`src/rtl/fetch_stage_if.sv`:
```
// Instruction-memory request/acknowledge bus between the fetch stage and imem.
// The fetch stage holds imem_req and imem_addr steady until imem_ack.
interface fetch_stage_if;
    logic        imem_req;
    logic [31:0] imem_addr;
    logic        imem_ack;
    logic [31:0] imem_rdata;

    modport master (
        output imem_req,
        output imem_addr,
        input  imem_ack,
        input  imem_rdata
    );

    modport slave (
        input  imem_req,
        input  imem_addr,
        output imem_ack,
        output imem_rdata
    );
endinterface

```
`src/rtl/fetch_stage.sv`:
```
// Instruction fetch stage: owns the fetch PC, talks to imem over req/ack and
// buffers returned words in a small prefetch FIFO presented to Decode.
module fetch_stage #(
    parameter logic [31:0] RESET_PC = 32'h0000_0000,
    parameter int          DEPTH    = 2
) (
    input  logic         clk,
    input  logic         reset,
    input  logic         StallF,
    input  logic         BranchTakenE,
    input  logic [31:0]  BranchTargetE,
    fetch_stage_if.master imem,
    output logic [31:0]  InstrF,
    output logic         InstrValidF,
    output logic [31:0]  PCF,
    output logic [31:0]  PCPlus4F
);

    localparam int PTR_W = (DEPTH > 2) ? $clog2(DEPTH) : 1;
    localparam int CNT_W = PTR_W + 1;

    typedef enum logic {FETCH, DROP} state_t;

    state_t             state;
    state_t             state_next;
    logic               run;
    logic [31:0]        fpc;
    logic [31:0]        req_addr;
    logic [PTR_W-1:0]   rd_ptr;
    logic [PTR_W-1:0]   wr_ptr;
    logic [CNT_W-1:0]   count;
    logic [31:0]        instr_buf [DEPTH];
    logic [31:0]        pc_buf    [DEPTH];
    logic               full;
    logic               push;
    logic               pop;

    assign full = (count == CNT_W'(DEPTH));

    // run keeps imem_req low while reset is held, without a combinational path from reset
    always_comb begin
        imem.imem_req  = 1'b0;
        imem.imem_addr = fpc;
        state_next     = state;
        case (state)
            FETCH: begin
                imem.imem_req  = run & ~full;
                imem.imem_addr = fpc;
                if (BranchTakenE && imem.imem_req && !imem.imem_ack)
                    state_next = DROP;
            end
            DROP: begin
                imem.imem_req  = run;
                imem.imem_addr = req_addr;
                if (imem.imem_ack)
                    state_next = FETCH;
            end
            default: state_next = FETCH;
        endcase
    end

    assign push = (state == FETCH) & imem.imem_req & imem.imem_ack & ~BranchTakenE;
    assign pop  = InstrValidF & ~StallF & ~BranchTakenE;

    always_ff @(posedge clk or negedge reset) begin
        if (!reset) begin
            state    <= FETCH;
            run      <= 1'b0;
            fpc      <= RESET_PC;
            req_addr <= RESET_PC;
            rd_ptr   <= '0;
            wr_ptr   <= '0;
            count    <= '0;
        end else begin
            run   <= 1'b1;
            state <= state_next;
            // in DROP req_addr must keep the abandoned address until its ack
            if (state == FETCH)
                req_addr <= fpc;
            if (BranchTakenE) begin
                fpc    <= BranchTargetE;
                rd_ptr <= '0;
                wr_ptr <= '0;
                count  <= '0;
            end else begin
                if (push) begin
                    fpc    <= fpc + 32'd4;
                    wr_ptr <= wr_ptr + PTR_W'(1);
                end
                if (pop)
                    rd_ptr <= rd_ptr + PTR_W'(1);
                case ({push, pop})
                    2'b10:   count <= count + CNT_W'(1);
                    2'b01:   count <= count - CNT_W'(1);
                    default: count <= count;
                endcase
            end
        end
    end

    always_ff @(posedge clk) begin
        if (push) begin
            instr_buf[wr_ptr] <= imem.imem_rdata;
            pc_buf[wr_ptr]    <= fpc;
        end
    end

    assign InstrValidF = (count != '0);
    assign InstrF      = InstrValidF ? instr_buf[rd_ptr]       : 32'd0;
    assign PCF         = InstrValidF ? pc_buf[rd_ptr]          : 32'd0;
    assign PCPlus4F    = InstrValidF ? pc_buf[rd_ptr] + 32'd4  : 32'd0;

endmodule

```
`src/flat_wrapper.sv`:
```
// flat-port wrapper written by rule: the top's interface ports become plain ports
module fetch_stage_flat 
#(
    parameter logic [31:0] RESET_PC = 32'h0000_0000,
    parameter int          DEPTH    = 2
)
  (clk, reset, StallF, BranchTakenE, BranchTargetE, InstrF, InstrValidF, PCF, PCPlus4F, imem_imem_req, imem_imem_addr, imem_imem_ack, imem_imem_rdata);
  fetch_stage_if imem_i ();
  input  logic clk;
  input  logic reset;
  input  logic StallF;
  input  logic BranchTakenE;
  input  logic [31:0] BranchTargetE;
  output logic [31:0] InstrF;
  output logic InstrValidF;
  output logic [31:0] PCF;
  output logic [31:0] PCPlus4F;
  output wire logic [$bits(imem_i.imem_req)-1:0] imem_imem_req;
  output wire logic [$bits(imem_i.imem_addr)-1:0] imem_imem_addr;
  input wire logic [$bits(imem_i.imem_ack)-1:0] imem_imem_ack;
  input wire logic [$bits(imem_i.imem_rdata)-1:0] imem_imem_rdata;
  assign imem_imem_req = imem_i.imem_req;
  assign imem_imem_addr = imem_i.imem_addr;
  assign imem_i.imem_ack = imem_imem_ack;
  assign imem_i.imem_rdata = imem_imem_rdata;
  fetch_stage #(.RESET_PC(RESET_PC), .DEPTH(DEPTH)) u_core (.clk(clk), .reset(reset), .StallF(StallF), .BranchTakenE(BranchTakenE), .BranchTargetE(BranchTargetE), .imem(imem_i), .InstrF(InstrF), .InstrValidF(InstrValidF), .PCF(PCF), .PCPlus4F(PCPlus4F));
endmodule
```
`config.mk`:
```
export PLATFORM = sky130hd
export DESIGN_NAME = fetch_stage_flat
export DESIGN_NICKNAME = d
export VERILOG_FILES = /design/src/rtl/fetch_stage_if.sv /design/src/rtl/fetch_stage.sv /design/src/flat_wrapper.sv
export SDC_FILE = /design/constraint.sdc
export NUM_CORES = 1
export LEC_CHECK = 0
export BUFFER_PORTS_ARGS = -buffer_cell sky130_fd_sc_hd__buf_4
export CAP_MARGIN = 20
export CORE_AREA = 5 5 167 169
export DETAILED_ROUTE_END_ITERATION = 16
export DIE_AREA = 0 0 172 174
export PLACE_DENSITY = 0.63
export SLEW_MARGIN = 5
export SYNTH_ARGS = -nofsm -noshare
export SYNTH_HDL_FRONTEND = slang
export SYNTH_SLANG_ARGS = --single-unit
```
`constraint.sdc`:
```
create_clock -name clk -period 17 [get_ports clk]
set_input_delay 3.4 -clock clk [delete_from_list [all_inputs] [get_ports clk]]
set_output_delay 3.4 -clock clk [all_outputs]
set_load 0.01 [all_outputs]
```
# After elaboration in Yosys (flattened, before gate mapping)
# Memory sizes are Yosys's and may differ from the RTL's.
# Cells that the tools add are included.
[totals]
register_bits = 70
ram_bits = 128
out_inout_bits = 130
word_cells = 53
n_memories = 2
[classes]
n_addsub = 6
n_eq_ne = 3
n_mux = 18
bitwise = 10
n_reduce_logical = 7
[mem_list]
columns = ["memory", "words", "word_bits", "rd", "rd_ports_with_merged_regs", "write_ports", "line_no", "text"]
rows = [
  ["u_core.instr_buf", 2, 32, 1, 0, 1, "fetch_stage.sv:32", "logic [31:0] instr_buf [DEPTH];"],
  ["u_core.pc_buf", 2, 32, 1, 0, 1, "fetch_stage.sv:33", "logic [31:0] pc_buf [DEPTH];"],
]
[op_table]
columns = ["cell", "n"]
rows = [
  ["32-bit 2-to-1 mux", 5],
  ["32-bit by 3-bit adder with 32-bit output (second input constant)", 2],
  ["32-bit case mux with 2 select lines", 1],
  ["1-bit 2-to-1 mux", 8],
  ["1-bit AND", 6],
  ["2-bit nonzero test", 3],
  ["2-bit equality test (second input constant)", 2],
  ["1-bit inverter", 4],
  ["1-bit case mux with 2 select lines", 2],
  ["2-bit case mux with 2 select lines", 1],
  ["3-bit nonzero test", 1],
  ["1-bit adder (second input constant)", 2],
  ["2-bit by 1-bit adder with 2-bit output (second input constant)", 1],
  ["2-bit by 1-bit equality test with 1-bit output (second input constant)", 1],
  ["1-bit logical AND", 2],
  ["2-bit 2-to-1 mux", 1],
  ["2-bit by 1-bit subtractor with 2-bit output (second input constant)", 1],
  ["1-bit zero test", 1],
]

# Depth between registers and ports, before layout
[logic_depth]
word_depth = 10
mapped_depth = 11
depth_no_buf = 8

# Worst setup path before layout
# OpenSTA, ideal clock, no wires.
[synth_path]
path_type = "input to register"
from = "input BranchTakenE"
to = "memory u_core.instr_buf[0][0] (enable)"
setup_ps = 565
arrival_time_ps = 8146
t_required_ps = 16435
slack_ps = 8289
stages = 3
path_cell_list = "clkbuf_1 clkbuf_1 nor3_1"
[synth_between]
elab_chain_cells = 4
[synth_rtl]
columns = ["element", "line_no", "text"]
rows = [
  ["start, declared", "flat_wrapper.sv:12", "input logic BranchTakenE;"],
  ["1-bit inverter", "fetch_stage.sv:62", "assign push = (state == FETCH) & imem.imem_req & imem.imem_ack & ~BranchTakenE;"],
  ["1-bit AND", "fetch_stage.sv:62", ""],
  ["1-bit 2-to-1 mux", "fetch_stage.sv:102", "if (push) begin"],
  ["1-bit 2-to-1 mux (implied by the code)", "fetch_stage.sv:103", "instr_buf[wr_ptr] <= imem.imem_rdata;"],
  ["end, declared", "fetch_stage.sv:32", ""],
]
# No other way between the ends.

# Worst setup path after layout
[layout_path]
from = "register u_core.rd_ptr"
to = "output PCPlus4F[19]"
[layout_between]
elab_chain_cells = 3
[layout_rtl]
columns = ["element", "line_no", "text"]
rows = [
  ["start, declared", "fetch_stage.sv:29", "logic [PTR_W-1:0] rd_ptr;"],
  ["start signal, assigned", "fetch_stage.sv:91", "rd_ptr <= rd_ptr + PTR_W'(1);"],
  ["memory 2 x 32 bit", "n/a", ""],
  ["32-bit by 3-bit adder with 32-bit output", "fetch_stage.sv:111", "assign PCPlus4F = InstrValidF ? pc_buf[rd_ptr] + 32'd4 : 32'd0;"],
  ["32-bit 2-to-1 mux", "fetch_stage.sv:111", ""],
  ["end, declared", "flat_wrapper.sv:17", "output logic [31:0] PCPlus4F;"],
]
# No other way between the ends.

==> metrics.md <==
| Metric | Value |
|---|---|
| Status | `completed` |
| Mapped Area | `9030 um2` |
| Synth cell types | `57` |
| Tcrit/Tclk final | `42.1%` |
| Vias/cell | `4.96` |
| Synth Warn # | `0` |
| Die area | `29900 um2` |
| Main combinational cell family by area after synthesis | `simple AND/OR/NAND/NOR gates` |
| Compound-Gate Fraction of Synth Area | `4.46%` |
| GP Congestion | `0.823` |
| Crit. End Element | `primary output` |
| Setup_tns | `0 ns` |
| Htree depth | `4` |
| Routed len/inst | `17.9 um` |
| Post-synth top flop | `edfxtp_1` |
| Die X | `172 um` |
| Inserted Diodes | `0` |
| Hold buffers post-CTS | `0` |
| Final Skew | `0.00879 ns` |
| Post-synth top cells | `128 x edfxtp_1, 94 x nor2_1, 70 x dfrtp_1, 63 x mux2i_1, 53 x nand2_1` |
| Number of port buffers | `198` |
| Final total power | `0.00110 W` |
| Post-CTS Setup Bufs | `0` |
| First DRT Iteration DRCs | `361` |
| Peak VDD IR | `0.0000454 V` |
| Vias | `6212` |
| Max_cap viols | `0` |
| CP Launch Type | `register` |
| Total CTS buffers | `17` |
| Final hold vios | `0` |
| Adder-cell area share of the yosys netlist | `0.277%` |
| Dpl hpwl | `16200 um` |
| Least-Margin Pin Slew | `0.882 ns` |
| Max Fclk | `140 MHz` |
| WP data required | `13.60 ns` |
| Area grow syn2layout | `26.3%` |
| Min Hold Slack | `0.498 ns` |
| Mean Syn Cell Area | `12.7 um2` |
| Vias in the first global route | `6165` |
| Crit Path Category | `reg -> out` |
| Initial DRT Pass Iterations | `4` |
| Max-slew violations | `0` |
| Dominant cells by area after synthesis | `edfxtp_1 43%, dfrtp_1 19%, mux2i_1 7.0%, mux2_2 5.5%, nor2_1 3.9%` |
| CP arrival | `3.76 ns` |
| Skew-Pair Late Insertion Delay | `0.43 ns` |
| Core area | `26400 um2` |
| WL final | `22400 um` |
| Hold/Removal Path Class | `reg -> reg` |
| Post-route ant nets | `0` |
| Relative slew slack | `41.2%` |
| Setup violators final | `0` |
| Leak | `4.36 nW` |
| Synth async-reset ratio | `35.4%` |
| Share of the synthesized area in the top cell type | `42.6%` |
| Layout Nets | `969` |
| Top Ports | `199` |
| RSZ-0062 raised after global routing | `no` |
| Synth Register Bits | `198` |
| Fraction of synthesized area in multiplexers | `12.6%` |
| # rows | `60` |
| CP Max Fanout | `56` |
| CTS tree | `yes` |
| DRC viols | `0` |
| Final worst path period need | `7.16 ns` |
| Pin count of the biggest net entering global routing | `82` |
| CTS max path bufs | `2` |
| Sequential-to-total area share from yosys stat | `62.0%` |
| Sink Count | `198` |
| EDFF count, synth | `128` |
| GR Util All Layers | `14.9%` |
| Initial core utilization | `34.2%` |
| Synth Area in XOR/XNOR | `3.69%` |
| Clock transition at path regs | `0.08 ns` |
| Yosys top cell by area | `edfxtp_1` |
| GRT overflow | `0` |
| Chip height | `174 um` |
| Root Buffer | `clkbuf_16` |
| Syn_nets | `783` |
| Post-synthesis simple-gate area fraction | `14.4%` |
| Power Density | `96.2 nW/um2` |
| Top-count cell post-synth | `edfxtp_1` |
| Share of cells above drive strength 1 | `32.9%` |
| Post-CTS Resized | `0` |
| Wire length of the first global-routing pass | `34700 um` |
| Initial antenna violation count | `0` |
| Post-Syn Instances | `712` |
==> through the flow <==
| stage | area, um2 | instances | setup slack [ns] | utilization [%] |
|---|---|---|---|---|
| 6_report | 11400 | 1252 | 9.84 | 43.2 |
| 3_3_place_gp | 10800 | 1220 | 10.34 | 40.9 |
| 4_1_cts | 11400 | 1252 | 9.80 | 43.2 |
| 3_5_place_dp | 10800 | 1220 | 10.30 | 40.9 |
| 2_1_floorplan | 9030 | 712 | 8.29 | - |
| 5_1_grt | 11400 | 1252 | 9.53 | 43.2 |
==> state kept, by name (all words and copies together) (netlist names) <==
register / cells
u_core.count: 2
u_core.fpc: 32
u_core.instr_buf: 64
u_core.pc_buf: 64
u_core.rd_ptr: 1
u_core.req_addr: 32
u_core.run: 1
u_core.state: 1
u_core.wr_ptr: 1
==> power by group <==
group          internal, W  switching (W)  leakage (nW)
logic            0.0000637      0.0000668          2.06
clock network     0.000201       0.000202         0.295
registers         0.000541      0.0000240          2.00
==> area by class of cell <==
class | instances | area [um2]
Clock inverter | 15 | 173
Timing Repair Buffer | 206 | 1550
Inverter | 6 | 22.5
Clock buffer | 17 | 425
Fill cell | 2502 | 15000
Multi-Input combinational cell | 469 | 3210
Sequential cell | 198 | 5600
Tap cell | 341 | 427
==> critical path, stage by stage, from the launching register on <==
cell	delay (ns)
dfrtp_4	0.82
buf_4	0.68
mux2i_1	0.31
a21oi_2	0.38
nand3_1	0.27
nor3b_1	0.31
mux2_2	0.37
buf_4	0.15
==> layout by cell type, fill, tap and decap left out, types with 11 or more instances in the layout <==
cell type	n
dfrtp_1	69
a31oi_1	11
xnor2_1	16
clkbuf_16	17
and2_1	13
edfxtp_1	128
nand4_1	26
mux2i_1	63
mux2_2	44
o21ai_0	33
nand3_1	17
nor2_1	93
nand2_1	53
buf_4	206
xor2_1	22
==> routing by layer <==
layer,vias to the layer above,global-route usage (%),share of wire (%)
li1,2965,-,-
met1,3049,21.4,47
met2,179,22.7,46
met3,19,3.27,6.0
met4,0,4.13,1.5
met5,-,0,0
==> cells by family (layout without fill, tap and decap cells) <==
family                   Yosys count  count (layout)
AND/OR/NAND/NOR                  254             254
buffers and inverters             45             244
AO/OA/AOI/OAI                     66              66
other                              1               1
adder cells (fa/ha/maj)            2               2
XOR/XNOR                          38              38
multiplexers                     108             108
flip-flops                       198             198
==> worst paths after layout <==
kind	start	endpoint	slack, ns	cells after the start
hold / removal	u_core.req_addr[22]	u_core.req_addr[22]	0.50	1
setup reg to reg	u_core.state	u_core.instr_buf[1][1]	14.06	5
hold reg to reg	u_core.req_addr[22]	u_core.req_addr[22]	0.50	1
max in group asynchronous	reset	u_core.rd_ptr	13.17	2
min in group asynchronous	reset	u_core.req_addr[31]	2.79	1
setup / recovery	u_core.rd_ptr	PCPlus4F[19]	9.84	7
Power figures use the tool's default switching activity.
